==> src/rtl/rv32i_instr_encoder.sv <==
`default_nettype none
// ============================================================================
// rv32i_instr_encoder : packs decoded RV32I fields into instruction words and
//                       streams them into instruction memory.
// Revision: 1.0
// ============================================================================
module rv32i_instr_encoder #(
   parameter int          DEPTH     = 256,
   parameter logic [31:0] BASE_ADDR = 32'h0000_0000,
   parameter int          ADDR_W    = 32
) (
   input  logic                     clk,
   input  logic                     rst,
   input  logic                     start,
   input  logic                     in_valid,
   output logic                     in_ready,
   input  logic [6:0]               in_opcode,
   input  logic [2:0]               in_func3,
   input  logic                     in_func7,
   input  logic [4:0]               in_rd,
   input  logic [4:0]               in_rs1,
   input  logic [4:0]               in_rs2,
   input  logic [31:0]              in_imm,
   output logic                     imem_we,
   output logic [ADDR_W-1:0]        imem_addr,
   output logic [31:0]              imem_wdata,
   output logic [$clog2(DEPTH):0]   count,
   output logic                     done,
   output logic                     err,
   output logic [1:0]               err_code
);

   localparam int CNT_W = $clog2(DEPTH) + 1;

   localparam logic [6:0] c_op_r     = 7'b0110011;
   localparam logic [6:0] c_op_imm   = 7'b0010011;
   localparam logic [6:0] c_op_load  = 7'b0000011;
   localparam logic [6:0] c_op_jalr  = 7'b1100111;
   localparam logic [6:0] c_op_store = 7'b0100011;
   localparam logic [6:0] c_op_br    = 7'b1100011;
   localparam logic [6:0] c_op_lui   = 7'b0110111;
   localparam logic [6:0] c_op_auipc = 7'b0010111;
   localparam logic [6:0] c_op_jal   = 7'b1101111;

   localparam logic [1:0] c_err_none  = 2'b00;
   localparam logic [1:0] c_err_op    = 2'b01;
   localparam logic [1:0] c_err_range = 2'b10;
   localparam logic [1:0] c_err_align = 2'b11;

   typedef enum logic [1:0] {
      S_IDLE = 2'd0,
      S_LOAD = 2'd1,
      S_FULL = 2'd2
   } state_t;

   state_t              r_state;
   logic [ADDR_W-1:0]   r_next_addr;

   logic signed [31:0]  w_simm;
   logic                w_imm12_ok;
   logic                w_shift;
   logic [31:0]         w_word;
   logic [1:0]          w_code;

   assign w_simm     = $signed(in_imm);
   assign w_imm12_ok = (w_simm >= -32'sd2048) && (w_simm <= 32'sd2047);
   assign w_shift    = (in_func3 == 3'b001) || (in_func3 == 3'b101);

   // Encode and validate in one pass; the first failing check sets w_code.
   always_comb begin
      w_word = 32'h0;
      w_code = c_err_none;
      case (in_opcode)
         c_op_r: begin
            w_word = {1'b0, in_func7, 5'b0, in_rs2, in_rs1, in_func3, in_rd, in_opcode};
         end
         c_op_imm: begin
            if (w_shift) begin
               // SLLI has no arithmetic variant, so its func7 bit is forced low.
               w_word = {1'b0, in_func7 & (in_func3 == 3'b101), 5'b0, in_imm[4:0],
                         in_rs1, in_func3, in_rd, in_opcode};
               if (in_imm[31:5] != 27'h0) w_code = c_err_range;
            end else begin
               w_word = {in_imm[11:0], in_rs1, in_func3, in_rd, in_opcode};
               if (!w_imm12_ok) w_code = c_err_range;
            end
         end
         c_op_load, c_op_jalr: begin
            w_word = {in_imm[11:0], in_rs1, in_func3, in_rd, in_opcode};
            if (!w_imm12_ok) w_code = c_err_range;
         end
         c_op_store: begin
            w_word = {in_imm[11:5], in_rs2, in_rs1, in_func3, in_imm[4:0], in_opcode};
            if (!w_imm12_ok) w_code = c_err_range;
         end
         c_op_br: begin
            w_word = {in_imm[12], in_imm[10:5], in_rs2, in_rs1, in_func3,
                      in_imm[4:1], in_imm[11], in_opcode};
            if ((w_simm < -32'sd4096) || (w_simm > 32'sd4094)) w_code = c_err_range;
            else if (in_imm[0])                                 w_code = c_err_align;
         end
         c_op_lui, c_op_auipc: begin
            w_word = {in_imm[31:12], in_rd, in_opcode};
            if (in_imm[11:0] != 12'h0) w_code = c_err_range;
         end
         c_op_jal: begin
            w_word = {in_imm[20], in_imm[10:1], in_imm[11], in_imm[19:12], in_rd, in_opcode};
            if ((w_simm < -32'sd1048576) || (w_simm > 32'sd1048574)) w_code = c_err_range;
            else if (in_imm[0])                                       w_code = c_err_align;
         end
         default: begin
            w_code = c_err_op;
         end
      endcase
   end

   always_ff @(posedge clk or posedge rst) begin
      if (rst) begin
         r_state     <= S_IDLE;
         r_next_addr <= ADDR_W'(BASE_ADDR);
         in_ready    <= 1'b0;
         imem_we     <= 1'b0;
         imem_addr   <= ADDR_W'(BASE_ADDR);
         imem_wdata  <= 32'h0;
         count       <= '0;
         done        <= 1'b0;
         err         <= 1'b0;
         err_code    <= c_err_none;
      end else begin
         imem_we <= 1'b0;
         // A start pulse wins over any handshake presented in the same cycle.
         if (start) begin
            r_state     <= S_LOAD;
            r_next_addr <= ADDR_W'(BASE_ADDR);
            in_ready    <= 1'b1;
            imem_addr   <= ADDR_W'(BASE_ADDR);
            count       <= '0;
            done        <= 1'b0;
            err         <= 1'b0;
            err_code    <= c_err_none;
         end else begin
            case (r_state)
               S_LOAD: begin
                  if (in_valid) begin
                     if (w_code != c_err_none) begin
                        err      <= 1'b1;
                        err_code <= w_code;
                     end else begin
                        imem_we     <= 1'b1;
                        imem_addr   <= r_next_addr;
                        imem_wdata  <= w_word;
                        r_next_addr <= r_next_addr + ADDR_W'(4);
                        count       <= count + CNT_W'(1);
                        if (count == CNT_W'(DEPTH - 1)) begin
                           r_state  <= S_FULL;
                           in_ready <= 1'b0;
                           done     <= 1'b1;
                        end
                     end
                  end
               end
               default: begin
               end
            endcase
         end
      end
   end

endmodule
`default_nettype wire

==> config.mk <==
export PLATFORM = sky130hd
export DESIGN_NAME = rv32i_instr_encoder
export DESIGN_NICKNAME = d
export VERILOG_FILES = /design/src/rtl/rv32i_instr_encoder.sv
export SDC_FILE = /design/constraint.sdc
export NUM_CORES = 1
export LEC_CHECK = 0
export ABC_AREA = 1
export CORE_MARGIN = 4
export CORE_UTILIZATION = 25
export CTS_CLUSTER_DIAMETER = 150
export DETAILED_ROUTE_END_ITERATION = 8
export GPL_TIMING_DRIVEN = 0
export PLACE_DENSITY = 0.5
export SYNTH_ARGS = -nofsm -noshare
export SYNTH_HDL_FRONTEND = slang
export SYNTH_SLANG_ARGS = --single-unit
==> constraint.sdc <==
create_clock -name clk -period 3.5 [get_ports clk]
set_clock_uncertainty 0.2 [all_clocks]
set_input_delay 0.7 -clock clk [delete_from_list [all_inputs] [get_ports clk]]
set_output_delay 0.7 -clock clk [all_outputs]
set_load 0.005 [all_outputs]
==> impl_metrics.toml, run 1 <==
[place]
place_congestion = 0.880
io_buffers = 139
dpl_cell_area_mm2 = 0.00841
dp_hpwl_um = 19000
place_ws_ps = -107

[floorplan]
core_mm2 = 0.0255
dieArea_mm2 = 0.0288
fp.dieH_um = 170
row_count = 58
initial_core_util_pct = 25.7
num_io_pins = 141
die_w_um = 170

[clock_network]
clock_latency_ps = 370
cts_inserted_buffers = 9
clock_path_buffers = 2
cts.repair.resized = 0
cts_tree = "built"
htreeDepth = 3
root_buffer = "clkbuf_16"
clkTransAtPathRegs_ps = 80
ctsHoldBuffers = 0
numClockSinks = 108

[drt]
dr.first_iter.drc_count = 421
drtPass1Iterations = 4
wire_per_inst_um = 16.4
remaining_drc_errors = 0
routed_wl_um = 23400
via_count = 6724
vias_per_cell = 4.71
drtAntennaViolNets = 0

[timing]
fmax_mhz = 314
rsz0062_at_grt = "no"
finalSetupViolations = 0
max_slew_margin_pct = 49.6
worst_slack_ps = 319
fin_crit_sh_pct = 90.9
setup_tns_ps = 0
timing.hold.ws_ps = 269
finalCriticalPeriod_ps = 3180
slew_violations = 0
hold_viol_final = 0
worstMarginPinSlew_ps = 749

[layout]
nNetsFinal = 1157
layout_common_cells = "nand2_1, clkdlybuf4s50_1, nor2_1, dfrtp_1, nand3_1"
flow.area_growth_from_synthesis_pct = 33.7
drive_gt1_share_pct = 5.20
design_area_mm2 = 0.00874
layout_commonest_cell = "nand2_1"
diodes = 0
nFillCells = 2764

[logic_synthesis]
syn_area_mm2 = 0.00654
synth_nets = 1002
netlist_instances = 937
yosys_register_bits = 108
postSynthAreaPerCell_um2 = 6.98
ys_types = 29
seq_area_frac_synth_pct = 41.3
ys_warn_count = 0

[worst_setup_path]
crit_start = "in_imm[0]"
cp_data_arrival_time_ps = 3240
crit_end = "imem_addr[25]"
rr_worst_depth = 12
required_ps = 3560
critPathKind = "in2reg"
cp_max_fo = 10
crit_path_end_kind = "flip-flop"
rrSetupSlack_ps = 840
start_kind = "primary input"
worstReg2RegEnd = "r_next_addr[28]"
r2r-start = "r_next_addr[2]"

[status]
status = "complete, no violations"

[pwr]
ir_worst_vdd_v = 0.000232
p_leak_nw = 4.10
p_per_area_mw_per_mm2 = 311
power.total_mw = 2.72

[grt]
grt_overflow = 0
grt_max_degree = 36
grt_pass1_wl_um = 37600
grt_pass1_vias = 6738
track_usage_pct = 16.3
antenna_found_initial = 0

[job]
max_cap_viol_count = 0

[worst_hold_path]
holdCritPathClass = "reg2reg"
[worst max-delay path, cell delays in order]
cell and delay, ps:
clkdlybuf4s50_1 520, inv_1 210, nand2_1 70, nor2_1 100
nand2_1 60, nor2_1 150, nand2_1 70, nand3_1 100
nand2_1 60, nand2_1 60, nand3_1 210, nor2_4 330
nand2_4 140, buf_6 170, buf_6 140, nand3_1 70
nand2_1 70
[sequential cells by signal (all words and copies together) (netlist names)]
signal / cells
r_next_addr: 30
imem_wdata: 32
r_state: 1
imem_addr: 31
err: 1
done: 1
err_code: 2
count: 9
imem_we: 1
[final cells by class]
class / instances / area (um2) / area share, %
multi-input cells: 705 / 3320 / 38.0
repair buffers: 144 / 1470 / 16.8
plain buffers: 52 / 246 / 2.82
inverters: 72 / 274 / 3.13
flip-flops and latches: 108 / 2700 / 30.9
clock inverters: 7 / 93.8 / 1.07
well taps: 330 / 413 / 4.72
clock buffers: 9 / 225 / 2.58
[worst min path at each step]
stage / cells after the start / end / from
after floorplan: 2 / imem_wdata[0] / imem_wdata[0]
after global placement: 2 / imem_wdata[1] / imem_wdata[1]
after detailed placement: 2 / imem_wdata[1] / imem_wdata[1]
after CTS: 2 / imem_wdata[1] / imem_wdata[1]
after global routing: 2 / imem_wdata[30] / imem_wdata[30]
final: 2 / imem_wdata[1] / imem_wdata[1]
[cell families (layout without fill, tap and decap cells)]
group | after synthesis | count (layout) | synth area share [%]
AO/OA/AOI/OAI | 39 | 39 | 3.37
AND/OR/NAND/NOR | 630 | 630 | 42.4
buffers and inverters | 124 | 284 | 7.90
flip-flops | 108 | 108 | 41.3
XOR/XNOR | 33 | 33 | 4.42
adder cells (fa/ha/maj) | 3 | 3 | 0.574
[metrics by stage]
step           instances  utilization (%)
6_report            1427             34.3
5_1_grt             1427             34.3
4_1_cts             1425             34.3
3_5_place_dp        1409             33.0
3_3_place_gp        1406             32.8
2_1_floorplan        937                -
[repair_timing]
action | in CTS | in global routing
setup endpoints to repair | 0 | 4
setup buffers | 0 | 2
hold endpoints to repair | 0 | 0
[Yosys cell counts (all sizes together)]
cell,number,area (um2)
a21oi,3,15.0
a22oi,4,30.0
buf,28,156
clkbuf,24,90.1
dfrtp,108,2700
ha,3,37.5
inv,72,270
nand2,299,1130
nand3,108,551
nand3b,2,15.0
nand4,82,513
nor2,118,453
nor3,16,80.1
nor4,5,31.3
o211ai,1,7.51
o21ai,23,115
o221ai,1,8.76
o22ai,7,43.8
xnor2,13,114
xor2,20,175
[layer usage]
metal  global-route usage, %  vias up  wire (um)
met5                       0        -          0
met4                    3.92        0        314
met3                    2.59       17        963
met2                    26.4      164      11000
met1                    23.0     3145      11200
li1                        -     3398          -
[where the power goes]
group          switching [mW]  internal, mW
clock network           0.529         0.576
logic                   0.202         0.134
registers              0.0128          1.26
total                   0.744          1.97
(Power assumes the default switching activity.)
==> inputs of run 2 (changes only) <==
--- a/config.mk
+++ b/config.mk
@@ -8,7 +8,7 @@
 export ABC_AREA = 1
 export CORE_MARGIN = 4
 export CORE_UTILIZATION = 25
-export CTS_CLUSTER_DIAMETER = 150
+export CTS_CLUSTER_DIAMETER = 30
 export DETAILED_ROUTE_END_ITERATION = 8
 export GPL_TIMING_DRIVEN = 0
 export PLACE_DENSITY = 0.5
==> results of run 2 <==
No change in the layout: final DEF, timing and power equal those of run 1.
==> inputs of run 3 (changes only) <==
--- a/config.mk
+++ b/config.mk
@@ -10,8 +10,10 @@
 export CORE_UTILIZATION = 25
 export CTS_CLUSTER_DIAMETER = 30
 export DETAILED_ROUTE_END_ITERATION = 8
+export DONT_BUFFER_PORTS = 1
 export GPL_TIMING_DRIVEN = 0
-export PLACE_DENSITY = 0.5
+export PLACE_DENSITY = 0.43
+export RECOVER_POWER = 50
 export SYNTH_ARGS = -nofsm -noshare
 export SYNTH_HDL_FRONTEND = slang
 export SYNTH_SLANG_ARGS = --single-unit
==> constraint.sdc (replaced) <==
create_clock -name clk -period 3.5 [get_ports clk]
set_clock_uncertainty 0.2 [all_clocks]
set_input_delay 0.7 -clock clk [delete_from_list [all_inputs] [get_ports clk]]
set_output_delay 0.7 -clock clk [all_outputs]
set_load 0.02 [all_outputs]
==> impl_metrics.toml, run 3 (same netlist as run 1, synthesis figures left out) <==
[status]
status = "complete, no violations"

[worst_setup_path]
crit_family = "simple AND/OR/NAND/NOR gates"
slowest_delay_ps = 410
crit_path_end_kind = "flip-flop"
worstReg2RegEnd = "r_next_addr[28]"
cp_max_fo = 5
cp_num_buf_inv = 2
start_kind = "flip-flop"
critPathKind = "reg2reg"
crit_top_cell = "nor2_1"
worstPathCellList = "ha_1, nand3_1, nor2_1, inv_1, nor2_1, inv_1, nor2_1, nand2_1, xor2_1, nor2_1, nand2_1, nand2_1"
worst_path_max_delay_cell = "dfrtp_1"
r2r-start = "r_next_addr[2]"
cp_data_arrival_time_ps = 2710
rrSetupSlack_ps = 850
required_ps = 3560
rr_worst_depth = 12

[pwr]
ir_worst_vdd_v = 0.000207
p_per_area_mw_per_mm2 = 358
p_leak_nw = 3.58
power.total_mw = 2.62

[worst_hold_path]
whs_path_depth = 2
holdCritPathClass = "reg2reg"
min_from = "r_next_addr[31]"
min_delay_worst_endpoint = "r_next_addr[31]"

[grt]
grt_pass1_wl_um = 36600
grt_overflow = 0
grt_max_degree = 38
track_usage_pct = 16.1
grt_pass1_vias = 6190
antenna_found_initial = 0

[floorplan]
core_mm2 = 0.0255
row_count = 58
fp.dieH_um = 170
die_w_um = 170
num_io_pins = 141
dieArea_mm2 = 0.0288
initial_core_util_pct = 25.7

[timing]
max_slew_margin_pct = 32.9
fin_crit_sh_pct = 75.8
finalCriticalPeriod_ps = 2650
finalSetupViolations = 0
rsz0062_at_grt = "no"
setup_tns_ps = 0
worstMarginPinSlew_ps = 1010
slew_violations = 0
hold_viol_final = 0
fmax_mhz = 377

[clock_network]
cts_inserted_buffers = 9
clock_latency_ps = 360
cts_tree = "built"
clock_path_buffers = 2
clkTransAtPathRegs_ps = 80
htreeDepth = 3
numClockSinks = 108
root_buffer = "clkbuf_16"

[layout]
layout_common_cells = "nand2_1, nor2_1, dfrtp_1, nand3_1, nand4_1"
drive_gt1_share_pct = 5.75
largest-register = "imem_wdata"
flow.area_growth_from_synthesis_pct = 12.1
design_area_mm2 = 0.00733
reg_top3 = "imem_wdata: 32 flops, imem_addr: 31 flops, r_next_addr: 30 flops"
nNetsFinal = 1017
largest_reg_flops = 32
diodes = 0
layout_commonest_cell = "nand2_1"

[drt]
drtAntennaViolNets = 0
vias_per_cell = 4.83
via_count = 6219
drtPass1Iterations = 5
wire_per_inst_um = 17.9
dr.first_iter.drc_count = 357
routed_wl_um = 23100
remaining_drc_errors = 0

[place]
dp_hpwl_um = 18600
io_buffers = 0
place_congestion = 0.901
dpl_cell_area_mm2 = 0.00702

[job]
max_cap_viol_count = 0
run 3: cell types whose count changed in the layout (fill, tap and decap cells not counted), moves of 2 or more:
cell / change
inv_8: -2
inv_6: +2
clkdlybuf4s50_1: -139
buf_4: -2
run 3: worst min-delay path, delay by kind of cell, from the launching register on:
kind | cells | cell delay (ps)
flip-flops | 1 | 390
AND/OR/NAND/NOR | 2 | 140
run 3: worst max-delay path by stage:
stage          cells after the start  slack (ps)               to            from
2_1_floorplan                     16        1060         count[1]    in_opcode[5]
3_3_place_gp                      16         520  r_next_addr[25]      in_imm[30]
3_5_place_dp                      16         540  r_next_addr[25]      in_imm[30]
4_1_cts                           12         850  r_next_addr[28]  r_next_addr[2]
5_1_grt                           12         550  r_next_addr[28]  r_next_addr[2]
6_report                          12         850  r_next_addr[28]  r_next_addr[2]
run 3: what timing repair did:
item / 4_1_cts / 5_1_grt
resized for setup: 0 / 0
endpoints found under the hold margin: 10 / 0
setup buffers: 0 / 0
hold buffers: 1 / 0
run 3: area by class of cell:
type                       count  area (um2)
fill                        2838       18100
multi-input combinational    705        3320
sequential                   108        2700
tap                          330         413
inverter                      72         272
buffer                        52         246
clock buffer                  10         239
clock inverter                 6        80.1
timing repair buffer           4        55.1
run 3: metal layers:
metal  up-vias  global-route usage (%)  part of all wire [%]
li1       3131                       -                     -
met1      2910                    21.7                    45
met2       159                    25.8                    47
met3        19                    4.22                   6.9
met4         0                    4.24                   1.6
met5         -                       0                     0
run 3: metrics by stage:
stage / instances / hold WS (ps) / worst slack, ps / util (%)
finish: 1287 / 363 / 846 / 28.8
global route: 1287 / 417 / 550 / 28.8
CTS: 1287 / 366 / 854 / 28.8
detailed placement: 1270 / 345 / 538 / 27.6
global placement: 1267 / 339 / 524 / 27.3
floorplan: 937 / 317 / 1060 / -
run 3: power breakdown:
group          leakage [nW]  internal [mW]  switching (mW)
combinational          1.94         0.0501           0.165
clock                 0.153          0.590           0.522
sequential             1.49           1.26          0.0341
total                  3.58           1.90           0.722
